$ cat config.mk
export PLATFORM = sky130hd
export DESIGN_NAME = coherence_bus_ctrl
export DESIGN_NICKNAME = d
export VERILOG_FILES = /design/src/rtl/coherence_bus_ctrl.sv
export SDC_FILE = /design/constraint.sdc
export NUM_CORES = 1
export LEC_CHECK = 0
export CORE_MARGIN = 10
export CORE_UTILIZATION = 48
export CTS_BUF_LIST = sky130_fd_sc_hd__clkbuf_2 sky130_fd_sc_hd__clkbuf_4 sky130_fd_sc_hd__clkbuf_8
export CTS_CLUSTER_DIAMETER = 40
export DETAILED_ROUTE_END_ITERATION = 8
export HOLD_SLACK_MARGIN = 0.06
export MAX_ROUTING_LAYER = met4
export PLACE_DENSITY = 0.83
export SLEW_MARGIN = 30
export SYNTH_ARGS = -nofsm -noshare
export SYNTH_HDL_FRONTEND = slang
export SYNTH_SLANG_ARGS = --single-unit
$ cat constraint.sdc
create_clock -name clk -period 2.5 [get_ports clk]
set_clock_uncertainty 0.05 [all_clocks]
set_input_delay 0.375 -clock clk [delete_from_list [all_inputs] [get_ports clk]]
set_output_delay 0.375 -clock clk [all_outputs]
set_load 0.005 [all_outputs]
$ cat src/rtl/coherence_bus_ctrl.sv
// Shared-bus responder for two MSI data caches: captures miss/invalidate
// pulses, arbitrates round-robin, snoops the peer and grants the bus.
module coherence_bus_ctrl #(
    parameter int MEM_TIMEOUT   = 64,
    parameter int FWD_GRANT_CYC = 2
) (
    input  logic        clk,
    input  logic        rst_n,
    input  logic [1:0]  read_miss,
    input  logic [1:0]  write_miss,
    input  logic [1:0]  invalidate,
    input  logic [12:0] BICO_0,
    input  logic [12:0] BICO_1,
    input  logic [1:0]  cpu_search_found,
    input  logic [63:0] snoop_data_0,
    input  logic [63:0] snoop_data_1,
    input  logic        mem_rdy,
    output logic [1:0]  grant,
    output logic [1:0]  cpu_search,
    output logic [12:0] BOCI_0,
    output logic [12:0] BOCI_1,
    output logic [1:0]  cpu_datasel_0,
    output logic [1:0]  cpu_datasel_1,
    output logic [63:0] other_proc_data_0,
    output logic [63:0] other_proc_data_1,
    output logic [1:0]  invalidate_from_other_cpu,
    output logic        busy,
    output logic        timeout_err
);
    localparam int CW = $clog2(MEM_TIMEOUT) + 1;

    typedef enum logic [2:0] {
        S_IDLE, S_INV, S_SNOOP, S_RESP, S_XFER, S_DONE
    } state_t;

    state_t        state_q, state_d;
    logic          rr_q, rr_d, r_q, r_d, wr_q, wr_d;
    logic          found_q, found_d, src_q, src_d;
    logic [1:0]    pend_rd_q, pend_rd_d, pend_wr_q, pend_wr_d;
    logic [1:0]    pend_inv_q, pend_inv_d;
    logic [12:0]   addr0_q, addr0_d, addr1_q, addr1_d;
    logic [63:0]   fwd_q, fwd_d;
    logic [CW-1:0] cnt_q, cnt_d;
    logic          timeout_err_q, timeout_err_d;
    logic [1:0]    grant_q, grant_d, search_q, search_d;
    logic [12:0]   boci0_q, boci0_d, boci1_q, boci1_d;
    logic [1:0]    ds0_q, ds0_d, ds1_q, ds1_d, inv_q, inv_d;
    logic [63:0]   opd0_q, opd0_d, opd1_q, opd1_d;
    logic          busy_q, busy_d;
    logic          xfer_d, active_d;
    logic [1:0]    rmask_d, pmask_d;
    logic [12:0]   addr_r_d;

    // Pointer CPU wins only when both are asking.
    function automatic logic pick(input logic [1:0] m, input logic ptr);
        return (&m) ? ptr : m[1];
    endfunction

    always_comb begin
        state_d       = state_q;
        rr_d          = rr_q;
        r_d           = r_q;
        wr_d          = wr_q;
        found_d       = found_q;
        src_d         = src_q;
        pend_rd_d     = pend_rd_q;
        pend_wr_d     = pend_wr_q;
        pend_inv_d    = pend_inv_q;
        fwd_d         = fwd_q;
        cnt_d         = cnt_q;
        timeout_err_d = timeout_err_q;
        unique case (state_q)
            S_IDLE: begin
                if (|pend_inv_q) begin
                    r_d     = pick(pend_inv_q, rr_q);
                    state_d = S_INV;
                end else if (|(pend_rd_q | pend_wr_q)) begin
                    r_d     = pick(pend_rd_q | pend_wr_q, rr_q);
                    wr_d    = pend_wr_q[r_d];
                    state_d = S_SNOOP;
                end
            end
            S_INV: begin
                pend_inv_d[r_q] = 1'b0;
                state_d         = S_IDLE;
            end
            S_SNOOP: state_d = S_RESP;
            S_RESP: begin
                found_d = cpu_search_found[~r_q];
                fwd_d   = r_q ? snoop_data_0 : snoop_data_1;
                src_d   = ~wr_q & found_d;
                cnt_d   = '0;
                state_d = S_XFER;
            end
            S_XFER: begin
                if (src_q) begin
                    if (cnt_q == CW'(FWD_GRANT_CYC - 1)) state_d = S_DONE;
                    else cnt_d = cnt_q + 1'b1;
                end else if (mem_rdy) begin
                    state_d = S_DONE;
                end else if (cnt_q == CW'(MEM_TIMEOUT - 1)) begin
                    timeout_err_d = 1'b1;
                    state_d       = S_DONE;
                end else begin
                    cnt_d = cnt_q + 1'b1;
                end
            end
            S_DONE: begin
                pend_rd_d[r_q] = 1'b0;
                pend_wr_d[r_q] = 1'b0;
                rr_d           = ~r_q;
                state_d        = S_IDLE;
            end
            default: state_d = S_IDLE;
        endcase

        // New pulses override any clear above; write beats read.
        pend_wr_d  = pend_wr_d | write_miss;
        pend_rd_d  = (pend_rd_d | read_miss) & ~write_miss;
        pend_inv_d = pend_inv_d | invalidate;
        addr0_d    = (read_miss[0] | write_miss[0] | invalidate[0]) ? BICO_0 : addr0_q;
        addr1_d    = (read_miss[1] | write_miss[1] | invalidate[1]) ? BICO_1 : addr1_q;

        xfer_d   = state_d == S_XFER;
        active_d = state_d inside {S_INV, S_SNOOP, S_RESP, S_XFER};
        rmask_d  = r_d ? 2'b10 : 2'b01;
        pmask_d  = ~rmask_d;
        addr_r_d = r_d ? addr1_d : addr0_d;
        grant_d  = xfer_d ? rmask_d : 2'b00;
        search_d = (state_d == S_SNOOP || state_d == S_RESP) ? pmask_d : 2'b00;
        boci0_d  = (active_d && r_d) ? addr_r_d : 13'd0;
        boci1_d  = (active_d && !r_d) ? addr_r_d : 13'd0;
        ds0_d    = (xfer_d && !r_d) ? {1'b0, src_d} : 2'b00;
        ds1_d    = (xfer_d && r_d) ? {1'b0, src_d} : 2'b00;
        opd0_d   = (xfer_d && !r_d) ? fwd_d : 64'd0;
        opd1_d   = (xfer_d && r_d) ? fwd_d : 64'd0;
        // Peer invalidate: INV state, or first XFER cycle of a write that hit.
        inv_d    = (state_d == S_INV || (state_q == S_RESP && wr_q && found_d))
                   ? pmask_d : 2'b00;
        busy_d   = state_d != S_IDLE;
    end

    always_ff @(posedge clk or negedge rst_n) begin
        if (!rst_n) begin
            state_q       <= S_IDLE;
            rr_q          <= 1'b0;
            r_q           <= 1'b0;
            wr_q          <= 1'b0;
            found_q       <= 1'b0;
            src_q         <= 1'b0;
            pend_rd_q     <= 2'b00;
            pend_wr_q     <= 2'b00;
            pend_inv_q    <= 2'b00;
            addr0_q       <= 13'd0;
            addr1_q       <= 13'd0;
            fwd_q         <= 64'd0;
            cnt_q         <= '0;
            timeout_err_q <= 1'b0;
            grant_q       <= 2'b00;
            search_q      <= 2'b00;
            boci0_q       <= 13'd0;
            boci1_q       <= 13'd0;
            ds0_q         <= 2'b00;
            ds1_q         <= 2'b00;
            opd0_q        <= 64'd0;
            opd1_q        <= 64'd0;
            inv_q         <= 2'b00;
            busy_q        <= 1'b0;
        end else begin
            state_q       <= state_d;
            rr_q          <= rr_d;
            r_q           <= r_d;
            wr_q          <= wr_d;
            found_q       <= found_d;
            src_q         <= src_d;
            pend_rd_q     <= pend_rd_d;
            pend_wr_q     <= pend_wr_d;
            pend_inv_q    <= pend_inv_d;
            addr0_q       <= addr0_d;
            addr1_q       <= addr1_d;
            fwd_q         <= fwd_d;
            cnt_q         <= cnt_d;
            timeout_err_q <= timeout_err_d;
            grant_q       <= grant_d;
            search_q      <= search_d;
            boci0_q       <= boci0_d;
            boci1_q       <= boci1_d;
            ds0_q         <= ds0_d;
            ds1_q         <= ds1_d;
            opd0_q        <= opd0_d;
            opd1_q        <= opd1_d;
            inv_q         <= inv_d;
            busy_q        <= busy_d;
        end
    end

    assign grant                     = grant_q;
    assign cpu_search                = search_q;
    assign BOCI_0                    = boci0_q;
    assign BOCI_1                    = boci1_q;
    assign cpu_datasel_0             = ds0_q;
    assign cpu_datasel_1             = ds1_q;
    assign other_proc_data_0         = opd0_q;
    assign other_proc_data_1         = opd1_q;
    assign invalidate_from_other_cpu = inv_q;
    assign busy                      = busy_q;
    assign timeout_err               = timeout_err_q;
endmodule

==> key figures, run 1 <==
Die
  – Die Span Y: 165 um
  – Initial core utilization: about half
  – Overall die width: 165 um
  – Core area: around 0.021 mm2
  – DIE AREA: 0.0274 mm2
  – Io pins: 331
  – Rows: 53

Logic synthesis
  – Cell taking the most area after synthesis: dfrtp_1
  – Post-Syn Area: approximately 0.010 mm2
  – Netlist cell types: 42
  – Ys Warns: 0
  – Synth Register Bits: 274
  – Sequential area share after synthesis: between 60% and 70%
  – Synth top area share: 67.5%
  – Post-synth EDFFs: 0
  – Gate Count Post-Synth: 868
  – Area contributors post-synth: dfrtp_1 68%, nor2_1 7.8%, mux2i_1 6.8%
  – Avg Inst Size Synth: 11.7 um2
  – Primary FF master, synth: dfrtp_1
  – Asr flop ratio synth: between 90% and 100%

Clock network
  – H-tree Lvls: 2
  – CTS sink cnt: 274
  – CTS tree: done
  – Reg clk slew, reported paths: 0.06 ns
  – Clk root buf: clkbuf_8
  – CTS buffer count: 45
  – Clk_lat worst skew: 0.55 ns
  – Max Root-Sink Buffers: 3

STA
  – Least-Margin Pin Slew: 0.588 ns
  – Tmin final: 2.37 ns
  – F_max: 422 MHz
  – Hold Slack: 0.313 ns
  – Hold Fails Final Rpt: 0
  – Unrepaired setup endpoints after global routing: false
  – Final period util: 94.8%
  – PnR worst setup slack: between 0.1 and 0.15 ns
  – Slew Limit Fails: 0
  – Slew margin rel.: between 60 and 70%
  – Final setup vio count: 0
  – Setup_tns: 0 ns

Layout
  – Final nets: around 1.4k
  – Layout cells sized above 1: between 10% and 20%
  – Footprint of the multi-input gates: 0.00276 mm2
  – Area Growth Syn to Fin: 45.2%
  – Register area: just under 0.007 mm2
  – Fin util: 70.6%
  – Fill count: 1,533

Placement
  – Dpl hpwl: 20,300 um
  – Pre-CTS WS: 0.118 ns
  – GP Congestion: between 0.8 and 0.9
  – Port Buffers: around 330

Setup path
  – Critical Path Max Stage Delay: 0.46 ns
  – Crit path capture type: register
  – CP max FO: 16
  – Reg-to-Reg Start: cnt_q[1]
  – Crit path arrival time: 2.72 ns
  – Crit-path slowest cell: or4b_4
  – Crit path max-delay family: simple AND/OR/NAND/NOR gates
  – Crit-path cells: inv_1 -> ha_1 -> or4b_4 -> o31ai_4 -> a31oi_1 -> nand2_2 -> buf_4 -> nor2_1
  – Critical path depth: 8
  – Crit start category: register
  – Critical path class: reg2reg
  – Worst Setup SP: cnt_q[1]
  – Buf+Inv Stages, Crit Path: 2
  – R2r worst-path depth: 8
  – Worst Path Required: about 2.9 ns

Route
  – 1st-iter DRT viols: 308
  – DR pass1 iterations: 4
  – Wire per inst: 18.6 um
  – Detailed-route via count: 7,436
  – # DRC: 0
  – Vias/cell: between 4 and 5
  – DRT Wirelength: 28,200 um
  – Post-route ant nets: 0

Global routing
  – Gr usage total: approximately a fifth
  – Number of global-route vias before repair: 7,916
  – Antenna violations before repair: 1
  – First-pass GRT wire length: between 40,000 and 50,000 um
  – Largest net degree at the start of global routing: between 70 and 80
  – Grt ovf: 0

Power and ir drop
  – Max VDD drop: about 0.00075 V
  – Leakage power: roughly 7.1 nW
  – Pwr/cell area: 944 mW/mm2

Run
  – Max-capacitance violation count: 0

Min path
  – Hold Path Class: in2async

Outcome
  – Status: finished, final reports clean
## cell type report
class	instances	area share (%)
sequential	274	46.5
timing repair buffer	348	24.3
multi-input combinational	473	18.7
clock buffer	64	5.55
tap	275	2.33
inverter	73	1.86
clock inverter	10	0.730
antenna	1	0.0170
## state kept, by name (all words and copies together) (netlist names)
register / flops
wr_q: 1
addr0_q: 13
pend_rd_q: 2
pend_inv_q: 2
grant: 2
cnt_q: 7
fwd_q: 64
cpu_search: 2
src_q: 1
other_proc_data_1: 64
BOCI_1: 13
pend_wr_q: 2
r_q: 1
rr_q: 1
addr1_q: 13
timeout_err: 1
BOCI_0: 13
cpu_datasel_0: 1
busy: 1
invalidate_from_other_cpu: 2
other_proc_data_0: 64
cpu_datasel_1: 1
state_q: 3
## metal layers
metal  part of all wire (%)  vias up  global-route usage [%]
met1                     37     3658                    22.6
met2                     50      275                    33.4
met3                     10       38                    8.82
met5                      0        -                       -
li1                       -     3465                       -
met4                    1.9        0                    5.87
## worst reg2reg max path: stages, from the launching register on
cell and delay [ns]:
dfrtp_1 0.41, inv_1 0.10, ha_1 0.14, or4b_4 0.46, o31ai_4 0.25, a31oi_1 0.25
nand2_2 0.22, buf_4 0.26, nor2_1 0.08
## kinds of logic (layout without fill, tap and decap cells)
group                    count (synthesis)  count (layout)  share of synthesized area, %
flip-flops                             274             274                          67.5
other                                    1               3                        0.0369
AND/OR/NAND/NOR                        280             280                          11.7
adder cells (fa/ha/maj)                  2               2                         0.246
multiplexers                            95              95                          9.68
AO/OA/AOI/OAI                           93              93                          5.30
buffers and inverters                  122             495                          5.43
XOR/XNOR                                 1               1                        0.0862
## what timing repair did
action,CTS,global route
setup endpoints to repair,0,26
resized for setup,0,1
hold buffers,1,0
buffers inserted,0,0
endpoints found under the hold margin,49,0
## cells in the final DEF (no fill, tap or decap), types with 2 or more instances in the layout
master and n:
clkinv_2 5, clkinvlp_4 3, mux2_2 26, a31o_2 2
buf_4 8, bufinv_16 2, o22ai_1 2, nor3_2 2
nand2b_1 2, a21oi_1 71, conb_1 2, dfrtp_1 273
nand3_1 3, clkbuf_8 54, and3_1 27, buf_12 11
ha_1 2, a21o_1 3, clkdlybuf4s50_1 327, clkbuf_4 10
nand2_1 16, nor3_1 4, o31ai_1 2, nor2_1 211
mux2i_1 69, nand2_2 2, o21ai_0 4, inv_1 73
a21bo_2 2, nand4_1 4
## power by group
part	total, mW	internal [mW]	leakage, nW	switching, mW
registers	5.99	5.47	3.58	0.513
logic	3.96	1.90	3.01	2.06
clock network	3.98	2.30	0.483	1.68
## path summary, 6_finish.rpt
path	endpoint	slack (ns)
worst max-delay path	other_proc_data_0[38]	0.13
worst min-delay path	addr0_q[4]	0.31
worst max register to register	other_proc_data_0[38]	0.13
worst min register to register	fwd_q[8]	0.43
max in group asynchronous	fwd_q[1]	1.36
min in group clk	pend_rd_q[1]	0.38
## cells in the mapped netlist (4+ instances only)
library cell,number
clkbuf_1,17
mux2_2,26
mux2i_1,69
nor3_1,5
nand2_1,18
and3_1,27
inv_1,73
buf_1,8
buf_2,9
dfrtp_1,274
buf_4,8
nand4_1,4
nor2_1,211
a21oi_1,71
buf_6,7
o21ai_0,4
## metrics by stage
stage / power [mW] / cell area [um2] / instances
2_1_floorplan: 8.18 / 10200 / 869
3_3_place_gp: 9.85 / 13800 / 1442
3_5_place_dp: 10.0 / 13800 / 1442
4_1_cts: 14.1 / 14700 / 1517
5_1_grt: 14.8 / 14700 / 1518
6_report: 13.9 / 14700 / 1518
Note: power is estimated with default switching activity, not from simulation.
==> run 2, diff against run 1 <==
--- a/config.mk
+++ b/config.mk
@@ -5,6 +5,7 @@
 export SDC_FILE = /design/constraint.sdc
 export NUM_CORES = 1
 export LEC_CHECK = 0
+export ABC_AREA = 0
 export CORE_MARGIN = 10
 export CORE_UTILIZATION = 48
 export CTS_BUF_LIST = sky130_fd_sc_hd__clkbuf_2 sky130_fd_sc_hd__clkbuf_4 sky130_fd_sc_hd__clkbuf_8
@@ -13,6 +14,7 @@
 export HOLD_SLACK_MARGIN = 0.06
 export MAX_ROUTING_LAYER = met4
 export PLACE_DENSITY = 0.83
+export SKIP_CTS_REPAIR_TIMING = 1
 export SLEW_MARGIN = 30
 export SYNTH_ARGS = -nofsm -noshare
 export SYNTH_HDL_FRONTEND = slang
==> run 2 against run 1 <==
Effect of this change: power about the same; flip-flop and latch count unchanged; via count about the same; clock power about the same; critical path type unchanged; largest power group unchanged.
==> key figures, run 2 (synthesis gave the netlist of run 1 again) <==
Route
  – Post-route ant nets: 0
  – DRT Wirelength: 28,200 um
  – Vias/cell: 4.90
  – 1st-iter DRT viols: between 300 and 400
  – Wire per inst: 18.6 um
  – DR pass1 iterations: 5
  – # DRC: 0
  – Detailed-route via count: roughly 7.4k

Layout
  – Most frequent cells in the layout: 327 x clkdlybuf4s50_1, 273 x dfrtp_1, 211 x nor2_1
  – Area Growth Syn to Fin: 45.2%
  – Fin util: 70.6%
  – Final nets: about 1.4k
  – Footprint of the multi-input gates: 0.00276 mm2
  – Fill count: approximately 1.5k
  – Layout cells sized above 1: a little over a tenth
  – Register area: 0.00686 mm2
  – Leading cell type in the layout, fill and taps excluded: clkdlybuf4s50_1

Clock network
  – CTS sink cnt: roughly 270
  – Clk root buf: clkbuf_8
  – Clk_lat worst skew: 0.55 ns
  – H-tree Lvls: 2
  – Reg clk slew, reported paths: approximately 0.060 ns
  – CTS buffer count: 45
  – Max Root-Sink Buffers: 3
  – CTS tree: done

Placement
  – Dpl hpwl: 20,300 um
  – GP Congestion: 0.840
  – Port Buffers: 328

Power and ir drop
  – Net Sw Power: 4.25 mW
  – Clock power share: approximately 29%
  – Sw Share: just over 30%
  – Leakage power: 7.07 nW
  – Pwr/cell area: 944 mW/mm2
  – Pint: approximately 9.7 mW
  – Comb pwr share: 28.5%
  – Max VDD drop: roughly 0.00075 V
  – Seq pwr share: between 40% and 50%

Setup path
  – Crit start category: register
  – R2r worst-path depth: 8
  – Crit-path slowest cell: or4b_4
  – Reg2reg end: other_proc_data_0[38]
  – Crit path max-delay family: simple AND/OR/NAND/NOR gates
  – CP max FO: 16
  – Buf+Inv Stages, Crit Path: 2
  – Crit path capture type: register
  – Worst Path Required: 2.85 ns
  – Critical Path Max Stage Delay: 0.46 ns
  – Crit-path cells: inv_1 -> ha_1 -> or4b_4 -> o31ai_4 -> a31oi_1 -> nand2_2 -> buf_4 -> nor2_1
  – Reg-to-Reg Start: cnt_q[1]
  – R2R setup slack: 0.13 ns
  – Critical path class: reg2reg
  – Crit path arrival time: 2.72 ns

Die
  – Die Span Y: around 170 um
  – Overall die width: 165 um
  – DIE AREA: 0.0274 mm2
  – Rows: 53
  – Initial core utilization: 48.6%
  – Io pins: 331
  – Core area: 0.0209 mm2

Global routing
  – Gr usage total: 20.5%
  – Number of global-route vias before repair: about 8k
  – Largest net degree at the start of global routing: 78
  – Antenna violations before repair: 1
  – First-pass GRT wire length: ~43,000 um
  – Grt ovf: 0

STA
  – Slew margin rel.: roughly three fifths
  – Tmin final: 2.37 ns
  – Least-Margin Pin Slew: 0.593 ns
  – F_max: 422 MHz
  – Hold Fails Final Rpt: 0
  – Final setup vio count: 0
  – Slew Limit Fails: 0
  – Unrepaired setup endpoints after global routing: false
  – Setup_tns: 0 ns
  – Final period util: 94.8%

Outcome
  – Status: finished, final reports clean

Min path
  – Hold Path Class: in2async

Run
  – Max-capacitance violation count: 0
==> run 2: cell counts in the layout (fill, tap and decap cells not counted) <==
No cell type changed its count.
==> run 2: power groups by stage <==
stage / Sequential [mW] / Combinational [mW] / Clock (mW)
after global placement: 6.01 / 3.85 / 0
final: 5.99 / 3.96 / 3.98
after CTS: 5.99 / 4.02 / 4.06
after floorplan: 5.90 / 2.28 / 0
after global routing: 6.07 / 4.38 / 4.30
after detailed placement: 6.07 / 3.98 / 0
==> run 2: how the worst max path moves through the flow <==
stage                         from                    end  cells past startpoint
after CTS                 cnt_q[1]             BOCI_0[11]                      7
after floorplan           cnt_q[1]             BOCI_0[10]                      9
after global routing      cnt_q[1]  other_proc_data_0[38]                      8
after global placement    cnt_q[1]             BOCI_1[11]                      7
final                     cnt_q[1]  other_proc_data_0[38]                      8
after detailed placement  cnt_q[1]             BOCI_0[11]                      7
==> run 2: area by class of cell <==
class                      count  share of cell area (%)
timing repair buffer         348                    24.3
antenna                        1                  0.0170
tap                          275                    2.33
inverter                      73                    1.86
multi-input combinational    473                    18.7
clock inverter                10                   0.730
clock buffer                  64                    5.55
sequential                   274                    46.5
==> run 2: stage by stage <==
stage / power [mW] / instance area [um2] / hold slack, ns / instances / worst slack [ns]
2_1_floorplan: 8.18 / 10200 / 0.0294 / 869 / 0.401
3_3_place_gp: 9.85 / 13800 / 0.286 / 1442 / 0.198
3_5_place_dp: 10.0 / 13800 / 0.289 / 1442 / 0.118
4_1_cts: 14.1 / 14700 / -0.296 / 1516 / 0.0958
5_1_grt: 14.8 / 14700 / 0.336 / 1518 / 0.0279
6_report: 13.9 / 14700 / 0.317 / 1518 / 0.129
==> run 2: layer usage <==
| metal | global-route usage, % | up-vias | share of wire, % |
|---|---|---|---|
| li1 | - | 3465 | - |
| met1 | 22.6 | 3662 | 37 |
| met2 | 33.4 | 272 | 50 |
| met3 | 8.85 | 38 | 10 |
| met4 | 5.87 | 0 | 1.9 |
| met5 | - | - | 0 |
